### config.mk
export PLATFORM = sky130hd
export DESIGN_NAME = hilo_acc_reg
export DESIGN_NICKNAME = d
export VERILOG_FILES = /design/src/rtl/hilo_pkg.sv /design/src/rtl/hilo_mul.sv /design/src/rtl/hilo_acc_reg.sv
export SDC_FILE = /design/constraint.sdc
export NUM_CORES = 2
export LEC_CHECK = 0
export ABC_AREA = 1
export BUFFER_PORTS_ARGS = -buffer_cell sky130_fd_sc_hd__buf_2
export CORE_MARGIN = 5
export CORE_UTILIZATION = 45
export DETAILED_ROUTE_END_ITERATION = 10
export GPL_TIMING_DRIVEN = 1
export PLACE_DENSITY_LB_ADDON = 0.2
export SLEW_MARGIN = 20
export SYNTH_ARGS = -nofsm -noshare
export SYNTH_HDL_FRONTEND = slang
export SYNTH_SLANG_ARGS = --single-unit
### constraint.sdc
create_clock -name clk -period 4.3 [get_ports clk]
set_input_delay 0.645 -clock clk [delete_from_list [all_inputs] [get_ports clk]]
set_output_delay 0.645 -clock clk [all_outputs]
set_load 0.01 [all_outputs]
### src/rtl/hilo_pkg.sv
// hilo_pkg: opcodes, FSM states and default width shared by the HI/LO register block.
package hilo_pkg;
    localparam int HILO_W = 32;
    typedef enum logic [2:0] {
        OP_NOP     = 3'd0,
        OP_WR_HI   = 3'd1,
        OP_WR_LO   = 3'd2,
        OP_WR_BOTH = 3'd3,
        OP_MADD    = 3'd4,
        OP_MADDU   = 3'd5,
        OP_MSUB    = 3'd6,
        OP_MSUBU   = 3'd7
    } op_e;
    typedef enum logic {IDLE = 1'b0, ACC = 1'b1} state_e;
endpackage

### src/rtl/hilo_mul.sv
// hilo_mul: combinational signed/unsigned DATA_W x DATA_W -> 2*DATA_W multiplier.
module hilo_mul
    import hilo_pkg::*;
#(
    parameter int DATA_W = HILO_W
) (
    input  logic [DATA_W-1:0]   a,
    input  logic [DATA_W-1:0]   b,
    input  logic                sgn,
    output logic [2*DATA_W-1:0] p
);
    logic [2*DATA_W-1:0] ax, bx;
    // Extending to full width first makes the truncated product correct for both signednesses.
    assign ax = {{DATA_W{sgn & a[DATA_W-1]}}, a};
    assign bx = {{DATA_W{sgn & b[DATA_W-1]}}, b};
    assign p  = ax * bx;
endmodule

### src/rtl/hilo_acc_reg.sv
// hilo_acc_reg: HI/LO special registers with independent writes and a two-edge
// multiply-accumulate/subtract path, valid/ready handshake and flush.
module hilo_acc_reg
    import hilo_pkg::*;
#(
    parameter int                DATA_W  = HILO_W,
    parameter logic [DATA_W-1:0] RST_VAL = '0
) (
    input  logic              clk,
    input  logic              rst,
    input  logic              in_valid,
    output logic              in_ready,
    input  logic [2:0]        op,
    input  logic [DATA_W-1:0] hi_i,
    input  logic [DATA_W-1:0] lo_i,
    input  logic              flush,
    output logic [DATA_W-1:0] hi_o,
    output logic [DATA_W-1:0] lo_o,
    output logic              busy
);
    state_e              state;
    logic [2*DATA_W-1:0] prod, prod_q, acc;
    logic                sub_q, accept, wr_hi, wr_lo, is_acc, is_signed, is_sub;

    assign busy      = (state == ACC);
    assign in_ready  = ~busy;
    assign accept    = in_valid & in_ready & ~flush;
    assign wr_hi     = (op == OP_WR_HI) || (op == OP_WR_BOTH);
    assign wr_lo     = (op == OP_WR_LO) || (op == OP_WR_BOTH);
    assign is_acc    = op[2];
    assign is_signed = (op == OP_MADD) || (op == OP_MSUB);
    assign is_sub    = (op == OP_MSUB) || (op == OP_MSUBU);
    assign acc       = sub_q ? {hi_o, lo_o} - prod_q : {hi_o, lo_o} + prod_q;

    hilo_mul #(.DATA_W(DATA_W)) u_mul (
        .a   (hi_i),
        .b   (lo_i),
        .sgn (is_signed),
        .p   (prod)
    );

    always_ff @(posedge clk or posedge rst) begin
        if (rst) begin
            state  <= IDLE;
            hi_o   <= RST_VAL;
            lo_o   <= RST_VAL;
            prod_q <= '0;
            sub_q  <= 1'b0;
        end else if (state == ACC) begin
            // Flush cancels the pending commit; HI/LO keep pre-accumulate values.
            state <= IDLE;
            if (!flush) {hi_o, lo_o} <= acc;
        end else if (accept) begin
            hi_o <= wr_hi ? hi_i : hi_o;
            lo_o <= wr_lo ? lo_i : lo_o;
            if (is_acc) begin
                state  <= ACC;
                prod_q <= prod;
                sub_q  <= is_sub;
            end
        end
    end
endmodule

# [Yosys cells after proc, flatten, opt, wreduce, memory -nomap -nowiden]
# Cells that the tools add are included.
[op_classes] add_sub_neg=2 multipliers=1 n_eq_ne=7 n_mux=12 bitwise=6 n_reduce_logical=10
[op_table] operator="$mux W32" count=8
[op_table] operator="$add A64 B64 Y64" count=1
[op_table] operator="$mul A33 B33 Y64" count=1
[op_table] operator="$mux W64" count=1
[op_table] operator="$sub A64 B64 Y64" count=1
[op_table] operator="$eq A3 B3 Y1 const B" count=3
[op_table] operator="$reduce_and A3 Y1" count=3
[op_table] operator="$eq A3 B2 Y1 const B" count=2
[op_table] operator="$reduce_bool A2 Y1" count=3
[op_table] operator="$and A1 B1 Y1" count=4
[op_table] operator="$logic_or A1 B1 Y1" count=4
[op_table] operator="$eq A3 B1 Y1 const B" count=1
[op_table] operator="$mux W1" count=3
[op_table] operator="$ne A2 B2 Y1 const B" count=1
[op_table] operator="$not A1 Y1" count=2
[word_totals] register_bits=130 input_bits=71 output_inout_bits=66 wordCells=43

# [Depth between registers and ports, before layout]
[logic_depth] word_depth=5 ltp_mapped=35 mapped_depth_nobuf=33

# [By module]
# Synthesis repeated with hierarchy kept, for this count alone.
[hier_totals] cells_unflattened=7424 area_unflattened_um2=53553.9
[by_module_without_submodules] mod="hilo_mul" instances=1 cells_each=5116 area_per_inst_um2=40288.6 seq_area_each_um2=0.0
[by_module_without_submodules] mod="hilo_acc_reg" instances=1 cells_each=2308 area_per_inst_um2=13265.2 seq_area_each_um2=3253.1

# [Worst setup path before layout]
# OpenSTA, ideal clock, no wires.
[synth_path] path_type="input port to flip-flop" start="in hi_i[31]" end="reg prod_q[57]" setup_ns=0.118 arrival_time_ns=7.415 required_ns=4.182 path_slack_ns=-3.233 stages=26 n_path_buf=2 cell_sequence="clkbuf_1 -> clkbuf_1 -> nand2_1 -> nor2_1 -> fa_1 -> inv_1 -> fa_1 -> inv_1 -> fa_1 -> fa_1 -> inv_1 -> fa_1 -> fa_1 -> fa_1 -> fa_1 -> inv_1 -> ha_1 -> nand2_1 -> nor2_1 -> inv_1 -> nor4_1 -> nand3_1 -> nand2_1 -> nand2_1 -> nand3_1 -> nand2_1"
[synth_via] elab_chain_cells=2
[synth_rtl] element="from (decl)" line="hilo_acc_reg.sv:14" source="input logic [DATA_W-1:0] hi_i,"
[synth_rtl] element="$and A1 B1 Y1" line="hilo_mul.sv:14" source="assign ax = {{DATA_W{sgn & a[DATA_W-1]}}, a};"
[synth_rtl] element="$mul A33 B33 Y64 *" line="hilo_mul.sv:16" source="assign p = ax * bx;"
[synth_rtl] element="to (signal assigned)" line="hilo_acc_reg.sv:58" source="prod_q <= prod;"
[synth_rtl] element="to (decl)" line="hilo_acc_reg.sv:22" source="logic [2*DATA_W-1:0] prod, prod_q, acc;"
# Every way passes the cells marked *; elsewhere a longest branch is shown, timed or not.
# A chain may end at the register's enable or synchronous reset.

# [Worst setup path after layout]
[layout_path] start="in op[0]" end="reg prod_q[59]"
[layout_via] elab_chain_cells=4 word_cells_on_any_way=6 cone_classes="mul: 1; eq/ne: 2; bitwise: 2; reduce/logical: 1"
[layout_rtl] element="from (decl)" line="hilo_acc_reg.sv:13" source="input logic [2:0] op,"
[layout_rtl] element="$eq A3 B3 Y1" line="hilo_acc_reg.sv:31" source="assign is_signed = (op == OP_MADD) || (op == OP_MSUB);"
[layout_rtl] element="$logic_or A1 B1 Y1 *" line="hilo_acc_reg.sv:31"
[layout_rtl] element="$and A1 B1 Y1, on equally long branches" line="hilo_mul.sv:14, hilo_mul.sv:15"
[layout_rtl] element="$mul A33 B33 Y64 *" line="hilo_mul.sv:16"
# Marks and branches as above.

==> run_results.csv <==
group,metric,value,unit
run_status,status,"finished with violations",
run_status,violations,"setup timing",
route,via_per_inst,5.12,
synth,synth.top_cell.area_share,42.9,%
clock_tree,clk_pin_slew,0.07,ns
floorplan,dieArea,124000,µm²
synth,synth_nets,8699,
setup_path,critPathArrivalTime,7.26,ns
global_route,grtUsageTotal,34.4,%
synth,netlist_top_cells_count,"2095 x nand2_1, 1909 x inv_1, 1126 x fa_1, 461 x nor2_1, 290 x clkbuf_1",
synth,synthesis.area,52500,µm²
sta,final_hold_viol_count,0,
floorplan,core,116000,µm²
synth,synth_edf_count,0,
sta,worst_slew_pin_slew,1.01,ns
setup_path,reg2reg_to,"hi_o[23]",
cells_and_area,nFillCells,10744,
placement,port_buffers,136,
sta,fmax,145,MHz
synth,ys.flop_type,"dfrtp_1",
route,drtAntennaViolNets,0,
hold_path,worst_hold_path_type,"input pin to async pin",
setup_path,cp_slowest_cell,"fa_1",
synth,synthTopCellsByArea,"fa_1 43%, nand2_1 15%, inv_1 14%, ha_1 6.6%, dfrtp_1 6.2%",
placement,dp_hpwl,177,mm
job,maxCapViolations,0,
sta,slew_headroom,32.7,%
setup_path,crit_fanout,7,
setup_path,rr_startpoint,"prod_q[11]",
synth,async_reset_ff_share,100,%
clock_tree,htreeDepth,4,
synth,syn_area_per_cell,7.27,µm²
floorplan,dieHeight,352,µm
global_route,grt_max_degree,68,
synth,synthCells,7226,
setup_path,rrSetupSlack,0.09,ns
setup_path,critPathBufInv,12,
setup_path,cp_common_cell,"fa_1",
floorplan,floorplan.initialDensity,45.3,%
setup_path,start_kind,"input pin",
setup_path,worstPathRequired,4.66,ns
sta,worst_slack,-2.60,ns
route,wirelength,215,mm
setup_path,path_delay_family,"adder cells",
sta,grt_setup_unrepaired,"yes",
global_route,antenna_found_initial,12,
synth,synth.most_common_cell,"nand2_1",
clock_tree,cts_hold_buf,0,
sta,fin_crit_sh,161,%
placement,dpl_cell_area,62600,µm²
clock_tree,cts_tree,"done",
placement,place_inst,9412,
setup_path,cp-end-kind,"register",
synth,post-synth-top-area-cell,"fa_1",
clock_tree,cts.sinks,130,
floorplan,die_w,352,µm
clock_tree,clk-insertion-delay-late,0.47,ns
sta,drv_slew,0,
route,route.detailed.drc,0,
clock_tree,cts_buffer_depth,2,
route,dr.first_iter.drc_count,3956,
synth,yosysWarnings,0,
cells_and_area,drive_gt1_share,23.9,%
synth,yosysSeqAreaShare,6.19,%
sta,finalCriticalPeriod,6.90,ns
floorplan,io_pins,137,
placement,routabilityCongestion,0.990,
setup_path,ff2ff_path_depth,23,
sta,setup_violations,57,
sta,fin_skew,0.0174,ns
global_route,grt_pass1_vias,50944,
global_route,grt_remaining_overflow,0,
setup_path,worst-setup-path-type,"input pin to register",
route,drtPass1Iterations,6,
global_route,grt_pass1_wl,316,mm
setup_path,slowest_delay,0.61,ns
route,wl_per_cell,22.5,µm
synth,synthDistinctLibCells,47,
cells_and_area,stdcell_area,68300,µm²
cells_and_area,nets,9499,
cells_and_area,areaGrowthSynthToFinish,30.1,%
synth,ys_ff_latch,130,
floorplan,num_rows,125,
clock_tree,numCtsBuffers,17,
clock_tree,clock-root-buffer,"clkbuf_16",
cells_and_area,final_cells,9568,
route,vias,48956,
per-layer routing:
| layer | vias up | share of wire (%) | track usage, % |
|---|---|---|---|
| met5 | - | 0.0056 | 0 |
| met4 | 2 | 5.3 | 13.6 |
| li1 | 22332 | - | - |
| met3 | 329 | 7.5 | 5.49 |
| met2 | 1671 | 46 | 56.8 |
| met1 | 24622 | 41 | 45.7 |
cells in the final DEF, fill, tap and decap left out, types with 14 or more instances in the layout:
master     netlist  routed
nand3_4          2      20
nand3_1        252     186
nor3_1          37      30
o21ai_2          1      19
nand4_1         38      38
a21oi_2          1      36
xnor2_1         25      15
a21oi_1        175     101
a21oi_4          0      39
ha_1           276     201
buf_4            0     761
buf_2            6      96
buf_12           0      99
buf_8            0      21
nand2_2          5     104
nor2_4           4      95
ha_4             0      75
clkbuf_16        0      26
o21ai_1          5      37
o21bai_1        21      14
nand2_4          2      60
inv_1         1909    1795
nor2_1         461     317
o21ai_4          0      17
buf_6            0      89
inv_2            6     103
o21ai_0        188     121
fa_2             0      61
xor2_1          89      85
nor2_2           6      59
fa_1          1126    1065
nand2_1       2095    1935
dfrtp_1        130     129
nand3_2          1      49
flip-flops by register name (all words and copies together) (netlist names):
name    cells
prod_q     64
hi_o       32
lo_o       32
busy        1
sub_q       1
stage by stage:
stage / worst slack [ns] / utilization, % / hold slack [ns] / TNS, ns
final: -2.60 / 58.9 / 0.329 / -126.35
after global routing: -2.80 / 58.9 / 0.368 / -136.56
after CTS: -2.68 / 57.4 / 0.339 / -128.88
after detailed placement: -3.50 / 54.0 / 0.494 / -172.87
after global placement: -3.45 / 54.0 / 0.500 / -170.76
after floorplan: -2.79 / - / 0.465 / -121.26
area by class of cell:
type	count	area (µm²)	area share [%]
multi-input combinational	4870	45200	66.1
tap	1524	1910	2.79
antenna	7	17.5	0.0256
clock buffer	26	509	0.745
inverter	1916	7250	10.6
timing repair buffer	1091	10100	14.9
sequential	130	3250	4.76
clock inverter	4	72.6	0.106
worst max-delay path by stage:
| stage | from | endpoint | slack (ns) | depth (start not counted) |
|---|---|---|---|---|
| detailed placement | lo_i[9] | prod_q[50] | -3.50 | 28 |
| finish | op[0] | prod_q[59] | -2.60 | 31 |
| global placement | lo_i[9] | prod_q[50] | -3.45 | 28 |
| floorplan | hi_i[31] | prod_q[62] | -2.79 | 28 |
| CTS | op[0] | prod_q[39] | -2.68 | 32 |
| global route | op[0] | prod_q[59] | -2.80 | 34 |
worst reg2reg max path, cell delays in order (launching register included):
cell and delay (ns):
dfrtp_1 0.44, nor2_1 0.16, inv_1 0.08, nor2_1 0.10, inv_1 0.09, nor4_1 0.41, nand4_1 0.19, buf_4 0.20
xor2_1 0.14, nand2_1 0.05, o21ai_0 0.18, ha_1 0.38, nand2_1 0.08, nor2_1 0.16, inv_1 0.10, buf_4 0.14
nor2_1 0.16, nand2_1 0.24, nor3_1 0.21, nand2_1 0.23, nand3_1 0.16, nand3_1 0.08, nand2_1 0.08, nand2_1 0.05
what timing repair did:
item	in CTS	in global routing
setup buffers	56	48
endpoints found under the setup margin	58	78
pin swaps	279	212
gates cloned	13	9
gates resized for setup	644	338
kinds of logic after synthesis:
kind of cell	count (synthesis)	share of synthesized area, %
xor+xnor	114	1.90
fa+ha+maj	1402	49.5
flops	130	6.19
simple gates	2941	22.3
compound gates	413	4.16
buf+inv	2226	15.9
Power is not shown: default switching activity piles up to over one toggle a cycle in this logic, so the estimate is an artifact.
